--- config.mk ---
export PLATFORM = sky130hd
export DESIGN_NAME = jump_resolve_unit
export DESIGN_NICKNAME = d
export VERILOG_FILES = /design/src/rtl/jump_resolve_unit.sv
export SDC_FILE = /design/constraint.sdc
export NUM_CORES = 1
export LEC_CHECK = 0
export BUFFER_PORTS_ARGS = -buffer_cell sky130_fd_sc_hd__buf_2
export CELL_PAD_IN_SITES_DETAIL_PLACEMENT = 0
export CELL_PAD_IN_SITES_GLOBAL_PLACEMENT = 1
export CORE_MARGIN = 2
export CORE_UTILIZATION = 30
export DETAILED_ROUTE_END_ITERATION = 6
export HOLD_SLACK_MARGIN = 0.06
export PLACE_DENSITY = 0.79
export SYNTH_ARGS = -nofsm -noshare
export SYNTH_HDL_FRONTEND = slang
export SYNTH_SLANG_ARGS = --single-unit
export TNS_END_PERCENT = 50
--- constraint.sdc ---
create_clock -name clk -period 1.66 [get_ports clk]
set_input_delay 0.083 -clock clk [delete_from_list [all_inputs] [get_ports clk]]
set_output_delay 0.083 -clock clk [all_outputs]
set_load 0.02 [all_outputs]
--- src/rtl/jump_resolve_unit.sv ---
// -----------------------------------------------------------------------------
// jump_resolve_unit
//
// This unit resolves jump targets in the ID stage of the pipelined MIPS core.
// It handles three instructions:
//   j   : pseudo-direct target built from the upper bits of PC+4 and the
//         26-bit immediate.
//   jal : same target as j, and also writes a link value to $31.
//   jr  : target is the value of rs. If a later pipeline stage is about to
//         write rs, the value is forwarded from EX/MEM or MEM/WB.
//
// When a jr operand is not ready yet, the unit stalls. The cases are:
//   - the producer is still in ID/EX, or
//   - the producer is a load sitting in EX/MEM.
// While stalled, a small FSM sits in WAIT. The frozen IF/ID register keeps the
// ID inputs stable, and the hazard is re-checked every cycle.
//
// Each resolved jump produces a registered one-cycle redirect pulse to IF,
// together with its target. A jal also produces a link-write pulse in the
// same cycle.
//
// Parameters
//   XLEN       datapath / address width
//   REGW       register index width
//   IMMW       jump immediate width (XLEN >= IMMW+3)
//   DELAY_SLOT 1: architectural delay slot, IF is never squashed
//              0: flush_if follows redirect, and the ID instruction in the
//                 redirect cycle is ignored
//
// Ports
//   clk, rst_n             core clock, asynchronous active-low reset
//   flush                  squash from a later stage; cancels pending work
//   id_valid               ID holds a valid instruction
//   id_j, id_jal, id_jr    decoded jump type (priority jr > jal > j)
//   id_rs, id_rs_val       rs index and register-file value
//   id_imm, id_pc4         jump immediate and PC+4 of the ID instruction
//   idex_*                 ID/EX destination / write enable
//   exmem_*                EX/MEM destination / write enable / load / result
//   memwb_*                MEM/WB destination / write enable / value
//   stall                  freeze PC and IF/ID (combinational)
//   redirect, redirect_addr  registered redirect pulse and target
//   flush_if               registered IF squash (DELAY_SLOT=0 only)
//   link_we, link_addr     registered link write pulse and return address
//   misalign               registered pulse: jr target not word aligned
// -----------------------------------------------------------------------------
module jump_resolve_unit #(
  parameter int XLEN       = 32,
  parameter int REGW       = 5,
  parameter int IMMW       = 26,
  parameter int DELAY_SLOT = 1
) (
  input  logic            clk,
  input  logic            rst_n,
  input  logic            flush,
  input  logic            id_valid,
  input  logic            id_j,
  input  logic            id_jal,
  input  logic            id_jr,
  input  logic [REGW-1:0] id_rs,
  input  logic [XLEN-1:0] id_rs_val,
  input  logic [IMMW-1:0] id_imm,
  input  logic [XLEN-1:0] id_pc4,
  input  logic [REGW-1:0] idex_dst,
  input  logic            idex_wen,
  input  logic [REGW-1:0] exmem_dst,
  input  logic            exmem_wen,
  input  logic            exmem_load,
  input  logic [XLEN-1:0] exmem_val,
  input  logic [REGW-1:0] memwb_dst,
  input  logic            memwb_wen,
  input  logic [XLEN-1:0] memwb_val,
  output logic            stall,
  output logic            redirect,
  output logic [XLEN-1:0] redirect_addr,
  output logic            flush_if,
  output logic            link_we,
  output logic [XLEN-1:0] link_addr,
  output logic            misalign
);

  typedef enum logic [0:0] {
    ST_IDLE = 1'b0,
    ST_WAIT = 1'b1
  } state_e;

  // With a delay slot, the link skips the slot instruction.
  localparam logic [XLEN-1:0] LINK_OFS = (DELAY_SLOT != 0) ? XLEN'(4) : '0;

  // ---------------------------------------------------------------------------
  // State and registered outputs
  // ---------------------------------------------------------------------------
  state_e          state_q, state_d;
  logic            redirect_q, redirect_d;
  logic            flush_if_q, flush_if_d;
  logic            link_we_q, link_we_d;
  logic            misalign_q, misalign_d;
  logic [XLEN-1:0] redirect_addr_q, redirect_addr_d;
  logic [XLEN-1:0] link_addr_q, link_addr_d;

  // ---------------------------------------------------------------------------
  // Decode
  // ---------------------------------------------------------------------------
  // Without a delay slot, the instruction in ID during the redirect cycle is
  // the wrong-path fetch and is being flushed, so it must not be resolved.
  logic squash_win;
  logic id_live;
  logic dec_jr, dec_jal, dec_j;

  assign squash_win = (DELAY_SLOT == 0) && redirect_q;
  assign id_live    = id_valid && !squash_win;
  assign dec_jr     = id_live && id_jr;
  assign dec_jal    = id_live && !id_jr && id_jal;
  assign dec_j      = id_live && !id_jr && !id_jal && id_j;

  // Pseudo-direct target: the region bits of PC+4, then the immediate,
  // then a word offset of zero.
  logic [XLEN-1:0] jmp_target;
  assign jmp_target = {id_pc4[XLEN-1:IMMW+2], id_imm, 2'b00};

  // ---------------------------------------------------------------------------
  // jr operand selection
  // ---------------------------------------------------------------------------
  // rs == 0 is checked first. Every later match therefore implies dst != 0,
  // which is how a write to $0 is kept from ever forwarding or stalling.
  logic            rs_is_zero;
  logic            hit_idex, hit_exmem, hit_memwb;
  logic            jr_hazard;
  logic [XLEN-1:0] jr_value;
  logic            jr_misaligned;

  assign rs_is_zero = (id_rs == '0);
  assign hit_idex   = idex_wen  && (idex_dst  == id_rs);
  assign hit_exmem  = exmem_wen && (exmem_dst == id_rs);
  assign hit_memwb  = memwb_wen && (memwb_dst == id_rs);

  always_comb begin
    // NOTE: every variable of a combinational block gets a default first; a
    // path that leaves one unassigned would infer a latch.
    jr_hazard = 1'b0;
    jr_value  = id_rs_val;
    if (rs_is_zero) begin
      jr_value = '0;
    end else if (hit_idex) begin
      jr_hazard = 1'b1;            // result not computed yet
    end else if (hit_exmem) begin
      if (exmem_load) begin
        jr_hazard = 1'b1;          // load data arrives one stage later
      end else begin
        jr_value = exmem_val;
      end
    end else if (hit_memwb) begin
      jr_value = memwb_val;
    end
  end

  assign jr_misaligned = (jr_value[1:0] != 2'b00);

  // The combinational stall is masked while reset is asserted, so every
  // output reads 0 as soon as reset goes low.
  assign stall = rst_n && dec_jr && jr_hazard && !flush;

  // ---------------------------------------------------------------------------
  // Next-state logic
  // ---------------------------------------------------------------------------
  // IDLE resolves any decoded jump. WAIT only exists for a pending jr. The
  // frozen IF/ID keeps that jr in place, so in WAIT only jr is resolved, and
  // anything else drops back to IDLE quietly. Target and link registers hold
  // their value between pulses, and are cleared by a flush.
  always_comb begin
    state_d         = ST_IDLE;
    redirect_d      = 1'b0;
    link_we_d       = 1'b0;
    misalign_d      = 1'b0;
    redirect_addr_d = redirect_addr_q;
    link_addr_d     = link_addr_q;

    if (flush) begin
      redirect_addr_d = '0;
      link_addr_d     = '0;
    end else if (dec_jr) begin
      if (jr_hazard) begin
        state_d = ST_WAIT;
      end else if (jr_misaligned) begin
        misalign_d = 1'b1;
      end else begin
        redirect_d      = 1'b1;
        redirect_addr_d = jr_value;
      end
    end else if ((state_q == ST_IDLE) && (dec_jal || dec_j)) begin
      redirect_d      = 1'b1;
      redirect_addr_d = jmp_target;
      if (dec_jal) begin
        link_we_d   = 1'b1;
        link_addr_d = id_pc4 + LINK_OFS;
      end
    end

    flush_if_d = (DELAY_SLOT == 0) && redirect_d;
  end

  // ---------------------------------------------------------------------------
  // Registers
  // ---------------------------------------------------------------------------
  // NOTE: sequential state uses non-blocking assignments, so every register
  // samples pre-edge values regardless of statement order.
  always_ff @(posedge clk or negedge rst_n) begin
    if (!rst_n) begin
      state_q         <= ST_IDLE;
      redirect_q      <= 1'b0;
      flush_if_q      <= 1'b0;
      link_we_q       <= 1'b0;
      misalign_q      <= 1'b0;
      redirect_addr_q <= '0;
      link_addr_q     <= '0;
    end else begin
      state_q         <= state_d;
      redirect_q      <= redirect_d;
      flush_if_q      <= flush_if_d;
      link_we_q       <= link_we_d;
      misalign_q      <= misalign_d;
      redirect_addr_q <= redirect_addr_d;
      link_addr_q     <= link_addr_d;
    end
  end

  assign redirect      = redirect_q;
  assign redirect_addr = redirect_addr_q;
  assign flush_if      = flush_if_q;
  assign link_we       = link_we_q;
  assign link_addr     = link_addr_q;
  assign misalign      = misalign_q;

endmodule

==> results of run 1 <==
[stage by stage]
step / std cells / power (mW) / setup slack (ns) / setup TNS (ns)
2_1_floorplan: 543 / 2.569 / -0.4023 / -11.98
3_3_place_gp: 1033 / 3.255 / -0.6430 / -20.39
3_5_place_dp: 1033 / 3.269 / -0.6913 / -21.62
4_1_cts: 1056 / 5.550 / -0.2246 / -6.086
5_1_grt: 1069 / 5.814 / -0.3633 / -10.64
6_report: 1069 / 5.573 / -0.2840 / -7.923
[worst reg2reg max path: cells and delay by family (launching register included)]
kind	cells	cell delay, ns
AO/OA/AOI/OAI	3	0.62
multiplexers	1	0.30
buffers and inverters	2	0.31
flip-flops	1	0.38
AND/OR/NAND/NOR	1	0.14
[layout make-up]
class	count	area share
sequential	68	0.2247
antenna	2	0.0006608
clock buffer	11	0.03205
timing repair buffer	346	0.2918
inverter	1	0.0004956
clock inverter	4	0.01289
tap	216	0.03568
multi-input combinational	421	0.4018
[sequential cells by signal, summed over array words and instances, names as in the netlist]
register       cells
redirect_addr     32
redirect           1
misalign           1
link_addr         32
link_we            1
state_q            1
[kinds of logic (layout without fill, tap and decap cells)]
| kind of cell | count (synthesis) | count (layout) | synth area share |
|---|---|---|---|
| AOI/OAI and AO/OA | 211 | 211 | 0.3008 |
| and+or+nand+nor | 138 | 138 | 0.1376 |
| DFF | 68 | 68 | 0.3484 |
| buffers and inverters | 54 | 362 | 0.04740 |
| xor gates and xnor gates | 40 | 40 | 0.07174 |
| muxes | 30 | 30 | 0.09070 |
| adders and majority gates | 1 | 1 | 0.002562 |
| other | 1 | 3 | 0.0007679 |
[routing by layer]
metal	global-route usage	wire length, um	vias up
li1	-	-	2665
met3	0.04398	1154	16
met2	0.3557	9163	192
met5	0	0	-
met4	0.07186	251	0
met1	0.2769	8419	2540
[timing repair]
action | in CTS | in global routing
cloned | 0 | 4
hold buffers | 7 | 0
endpoints found under the hold margin | 74 | 0
endpoints found under the setup margin | 33 | 34
buffers inserted | 1 | 7
pin swaps | 3 | 8
gates resized for setup | 7 | 12
[power breakdown]
| group | switching, mW | total, mW | internal, mW | leakage (nW) |
|---|---|---|---|---|
| registers | 0.0750 | 1.86 | 1.79 | 0.906 |
| logic | 0.755 | 1.47 | 0.715 | 2.49 |
| clock network | 0.742 | 2.24 | 1.50 | 0.162 |
[cell usage in the layout, fill, tap and decap left out, drive strengths merged, types with 8 or more instances in the layout]
cell type and n:
buf 336, dfrtp 68, o211ai 61, nand2 51, a21oi 50, nor2 33, a22oi 30, a2bb2oi 30
mux2 30, xnor2 22, o21ai 20, xor2 18, clkbuf 14, a211oi 10, nand3 9, nand4 8
and3 8
[worst paths after layout]
check | start | slack [ns] | to
max | id_rs[3] | -0.28 | redirect_addr[20]
min | id_pc4[23] | 0.08 | link_addr[23]
max reg2reg | state_q | -0.20 | redirect_addr[20]
min reg2reg | redirect_addr[1] | 0.50 | redirect_addr[1]
max in group asynchronous | rst_n | 1.01 | link_addr[27]
min in group asynchronous | rst_n | 0.34 | link_addr[3]
==> impl_metrics.tcl, run 1 <==
set metrics [dict create \
    nFillCells 1587 \
    gp_congestion 0.8101 \
    yosysTopAreaCell "dfrtp_1" \
    ys_warn_count 0 \
    grt_pass1_vias 5468 \
    hold_violations 0 \
    syn_area_sq_mm 0.004883 \
    ctsRootBufferMaster "clkbuf_16" \
    worst-path-max-fanout 6 \
    synth_top_area_share 0.3484 \
    hold_depth 3 \
    htree_levels 3 \
    seqCellArea_sq_mm 0.001702 \
    dp_hpwl_mm 14.06 \
    antenna_left 0 \
    cp_num_cells 10 \
    io_buffers 252 \
    start_util 0.3074 \
    critical_path.startpoint_type "primary input" \
    post_drt_wl_per_cell_um 17.76 \
    yosysMostFrequentCell "dfrtp_1" \
    worstSetupPathType "in -> reg" \
    drt_iter0_markers 280 \
    path_clk_slew_ns 0.06 \
    finalMaxSlewViolations 0 \
    synth_area_leaders "dfrtp_1, o211ai_1, mux2_4" \
    rows 46 \
    clkLatencyLatePin_ns 0.34 \
    nets 1033 \
    status "finished with violations" \
    track_usage 0.2140 \
    grt_max_degree 69 \
    boundaryPins 254 \
    rsz0062_at_grt "true" \
    hold_ws_ns 0.07789 \
    place_area_sq_mm 0.006943 \
    clock_tree.buffer_depth 2 \
    syn_to_final_growth_pct 55.09 \
    slowest_delay_ns 0.42 \
    fp.coreArea_sq_mm 0.01589 \
    synthArstFlopShare 1.000 \
    clock_skew_ns 0.005450 \
    fin_util 0.4768 \
    multi_input_area_sq_mm 0.003043 \
    vias 5413 \
    min_path_type "in -> reg" \
    cp_slowest_cell "o41a_2" \
    cp.arrival_ns 2.17 \
    cts_buffers 9 \
    layout_worst_path_cycle_share 1.171 \
    setup_viol 33 \
    dieArea_sq_mm 0.01731 \
    drive_above_1_share 0.4689 \
    crit_buf_inv 4 \
    die_x_um 131.6 \
    wirelength_mm 18.99 \
    via_per_inst 5.064 \
    synth_edf_count 0 \
    drcViolationCount 0 \
    vdd_drop_max_mv 0.4661 \
    grt_pass1_wl_mm 29.22 \
    synth-main-ff-cell "dfrtp_1" \
    syn-num-nets 729 \
    violations "setup timing" \
    fin_area_sq_mm 0.007574 \
    worstPathCellList "buf_4 -> buf_4 -> xnor2_1 -> nand4_1 -> or2_4 -> and3_1 -> o41a_2 -> buf_4 -> clkbuf_16 -> mux2_4" \
    ys_seq_area_frac 0.3484 \
    clock_sinks 68 \
    clock.fmax_ghz 0.5144 \
    yosys-top-cells-count "dfrtp_1, o211ai_1, nand2_1, a21oi_1, clkbuf_1" \
    power.density_mw_per_mm2 735.9 \
    cpMostUsedCell "buf_4" \
    syn_inst 543 \
    power.leakage_nw 3.554 \
    yosys.cell_types.count 45 \
    die_y_um 131.6 \
    grt-ovfl-total 0 \
    setup_slack_ns -0.2840 \
    cap_viol_max_count 0 \
    reg2reg_depth 7 \
    cts_tree "yes" \
    grt_antenna_before_repair 2 \
    crit_required_ns 1.88 \
    crit_family "simple AND/OR/NAND/NOR gates" \
    cp-end-kind "register" \
    synth-seq-cells 68 \
    firstDrtPassIters 5 \
    layout_min_cycle_time_ns 1.944 \
    avgSynthCellArea_sq_um 8.993 \
]
Note: power is estimated with default switching activity, not from simulation.
==> inputs of run 2 (changes only) <==
--- a/config.mk
+++ b/config.mk
@@ -13,6 +13,7 @@
 export DETAILED_ROUTE_END_ITERATION = 6
 export HOLD_SLACK_MARGIN = 0.06
 export PLACE_DENSITY = 0.79
+export RECOVER_POWER = 50
 export SYNTH_ARGS = -nofsm -noshare
 export SYNTH_HDL_FRONTEND = slang
 export SYNTH_SLANG_ARGS = --single-unit
==> run 2 against run 1 <==
The flow still finishes with violations (setup timing); hold slack improved by 0.0045 ns; clock power about the same; register-to-register slack about the same; sequential share of layout area increased by 0.10 points.
==> impl_metrics.tcl, run 2 (synthesis gave the netlist of run 1 again) <==
set metrics [dict create \
    status "finished with violations" \
    violations "setup timing" \
    ctsRootBufferMaster "clkbuf_16" \
    io_buffers 252 \
    power.density_mw_per_mm2 737.2 \
    rsz0062_at_grt "true" \
    worstPathCellList "buf_4 -> buf_4 -> xnor2_1 -> nand4_1 -> or2_4 -> and3_1 -> o41a_2 -> buf_4 -> clkbuf_16 -> mux2_4" \
    htree_levels 3 \
    rows 46 \
    grt_antenna_before_repair 2 \
    cp.arrival_ns 2.17 \
    fin_util 0.4746 \
    fin_tns_setup_ns -8.190 \
    path_clk_slew_ns 0.06 \
    place_ws_ns -0.6913 \
    dp_hpwl_mm 14.06 \
    dieArea_sq_mm 0.01731 \
    layout_worst_path_cycle_share 1.176 \
    final_common_cell "buf_2" \
    post_drt_wl_per_cell_um 17.78 \
    fin_area_sq_mm 0.007540 \
    crit_buf_inv 4 \
    layout_min_cycle_time_ns 1.952 \
    slew_headroom 0.3525 \
    track_usage 0.2140 \
    cp_slowest_cell "o41a_2" \
    via_per_inst 5.072 \
    antenna_left 0 \
    drcViolationCount 0 \
    vdd_drop_max_mv 0.4651 \
    gp_congestion 0.8101 \
    setup_viol 33 \
    hold_ws_ns 0.08237 \
    clock_sinks 68 \
    critical_path.startpoint_type "primary input" \
    drive_above_1_share 0.4489 \
    clock_tree.buffer_depth 2 \
    grt_max_degree 69 \
    nets 1033 \
    finalMaxSlewViolations 0 \
    clock.fmax_ghz 0.5123 \
    grt-ovfl-total 0 \
    wirelength_mm 19.00 \
    clkLatencyLatePin_ns 0.34 \
    min_path_type "in -> reg" \
    nFillCells 1589 \
    firstDrtPassIters 5 \
    cts_tree "yes" \
    boundaryPins 254 \
    die_x_um 131.6 \
    power.leakage_nw 3.480 \
    cpMostUsedCell "buf_4" \
    hold_violations 0 \
    cap_viol_max_count 0 \
    clock_skew_ns 0.005378 \
    crit_family "simple AND/OR/NAND/NOR gates" \
    start_util 0.3074 \
    cts_buffers 9 \
    cp-end-kind "register" \
    final_cell_mix "buf_2, buf_4, dfrtp_1" \
    grt_pass1_wl_mm 29.22 \
    die_y_um 131.6 \
    setup_slack_ns -0.2921 \
    slowest_delay_ns 0.42 \
    place_area_sq_mm 0.006943 \
    grt_pass1_vias 5468 \
    drt_iter0_markers 262 \
    worstSetupPathType "in -> reg" \
    fp.coreArea_sq_mm 0.01589 \
    worst-path-max-fanout 6 \
    vias 5422 \
    tightest_slew_ns 0.9713 \
    syn_to_final_growth_pct 54.39 \
    crit_required_ns 1.88 \
]
## run 2: cell count changes in the layout (fill, tap and decap cells not counted)
cell / before / now
buf_12: 11 / 10
buf_2: 247 / 230
buf_4: 72 / 71
clkbuf_4: 0 / 2
clkbuf_1: 1 / 18
## run 2: repair_timing
action	in CTS	in global routing
hold buffers	7	0
pin swaps	3	8
setup buffers	1	7
gates cloned	0	4
resized for setup	7	12
endpoints found under the setup margin	33	34
endpoints found under the hold margin	74	0
## run 2: layout make-up
type	count	area, sq um	area share
antenna	2	5.005	0.0006638
clock buffer	11	242.7	0.03219
timing repair buffer	346	2176	0.2886
sequential	68	1702	0.2257
multi-input combinational	421	3043	0.4036
clock inverter	4	97.59	0.01294
inverter	1	3.754	0.0004978
tap	216	270.3	0.03584
## run 2: report_power, final
group          switching (mW)  internal (mW)  total [mW]
clock                   0.738           1.50        2.24
sequential             0.0756           1.79        1.86
combinational           0.755          0.704        1.46
## run 2: layer usage
metal  up-vias  global-route usage  part of all wire
met2       211              0.3557              0.48
li1       2668                   -                 -
met1      2527              0.2769              0.44
met4         0             0.07186             0.013
met3        16             0.04398             0.061
met5         -                   0                 0
## run 2: final timing paths
| path | from | end | slack, ns | cells past startpoint |
|---|---|---|---|---|
| worst max-delay path | id_rs[3] | redirect_addr[20] | -0.29 | 10 |
| min in group asynchronous | rst_n | link_addr[3] | 0.64 | 3 |
| max in group asynchronous | rst_n | redirect_addr[28] | 0.41 | 3 |
| worst min-delay path | id_pc4[20] | link_addr[20] | 0.08 | 3 |
| worst max register to register | state_q | redirect_addr[20] | -0.20 | 7 |
| worst min register to register | redirect_addr[1] | redirect_addr[1] | 0.50 | 1 |
## run 2: worst register-to-register path, delay by kind of cell (launching register included)
| kind | cells | cell delay, ns |
|---|---|---|
| DFF | 1 | 0.38 |
| AOI/OAI and AO/OA | 3 | 0.62 |
| muxes | 1 | 0.30 |
| and+or+nand+nor | 1 | 0.14 |
| buffers and inverters | 2 | 0.30 |
## run 2: through the flow
step	total power, mW	cells
after floorplan	2.569	543
after global placement	3.255	1033
after detailed placement	3.269	1033
after CTS	5.550	1056
after global routing	5.805	1069
final	5.559	1069
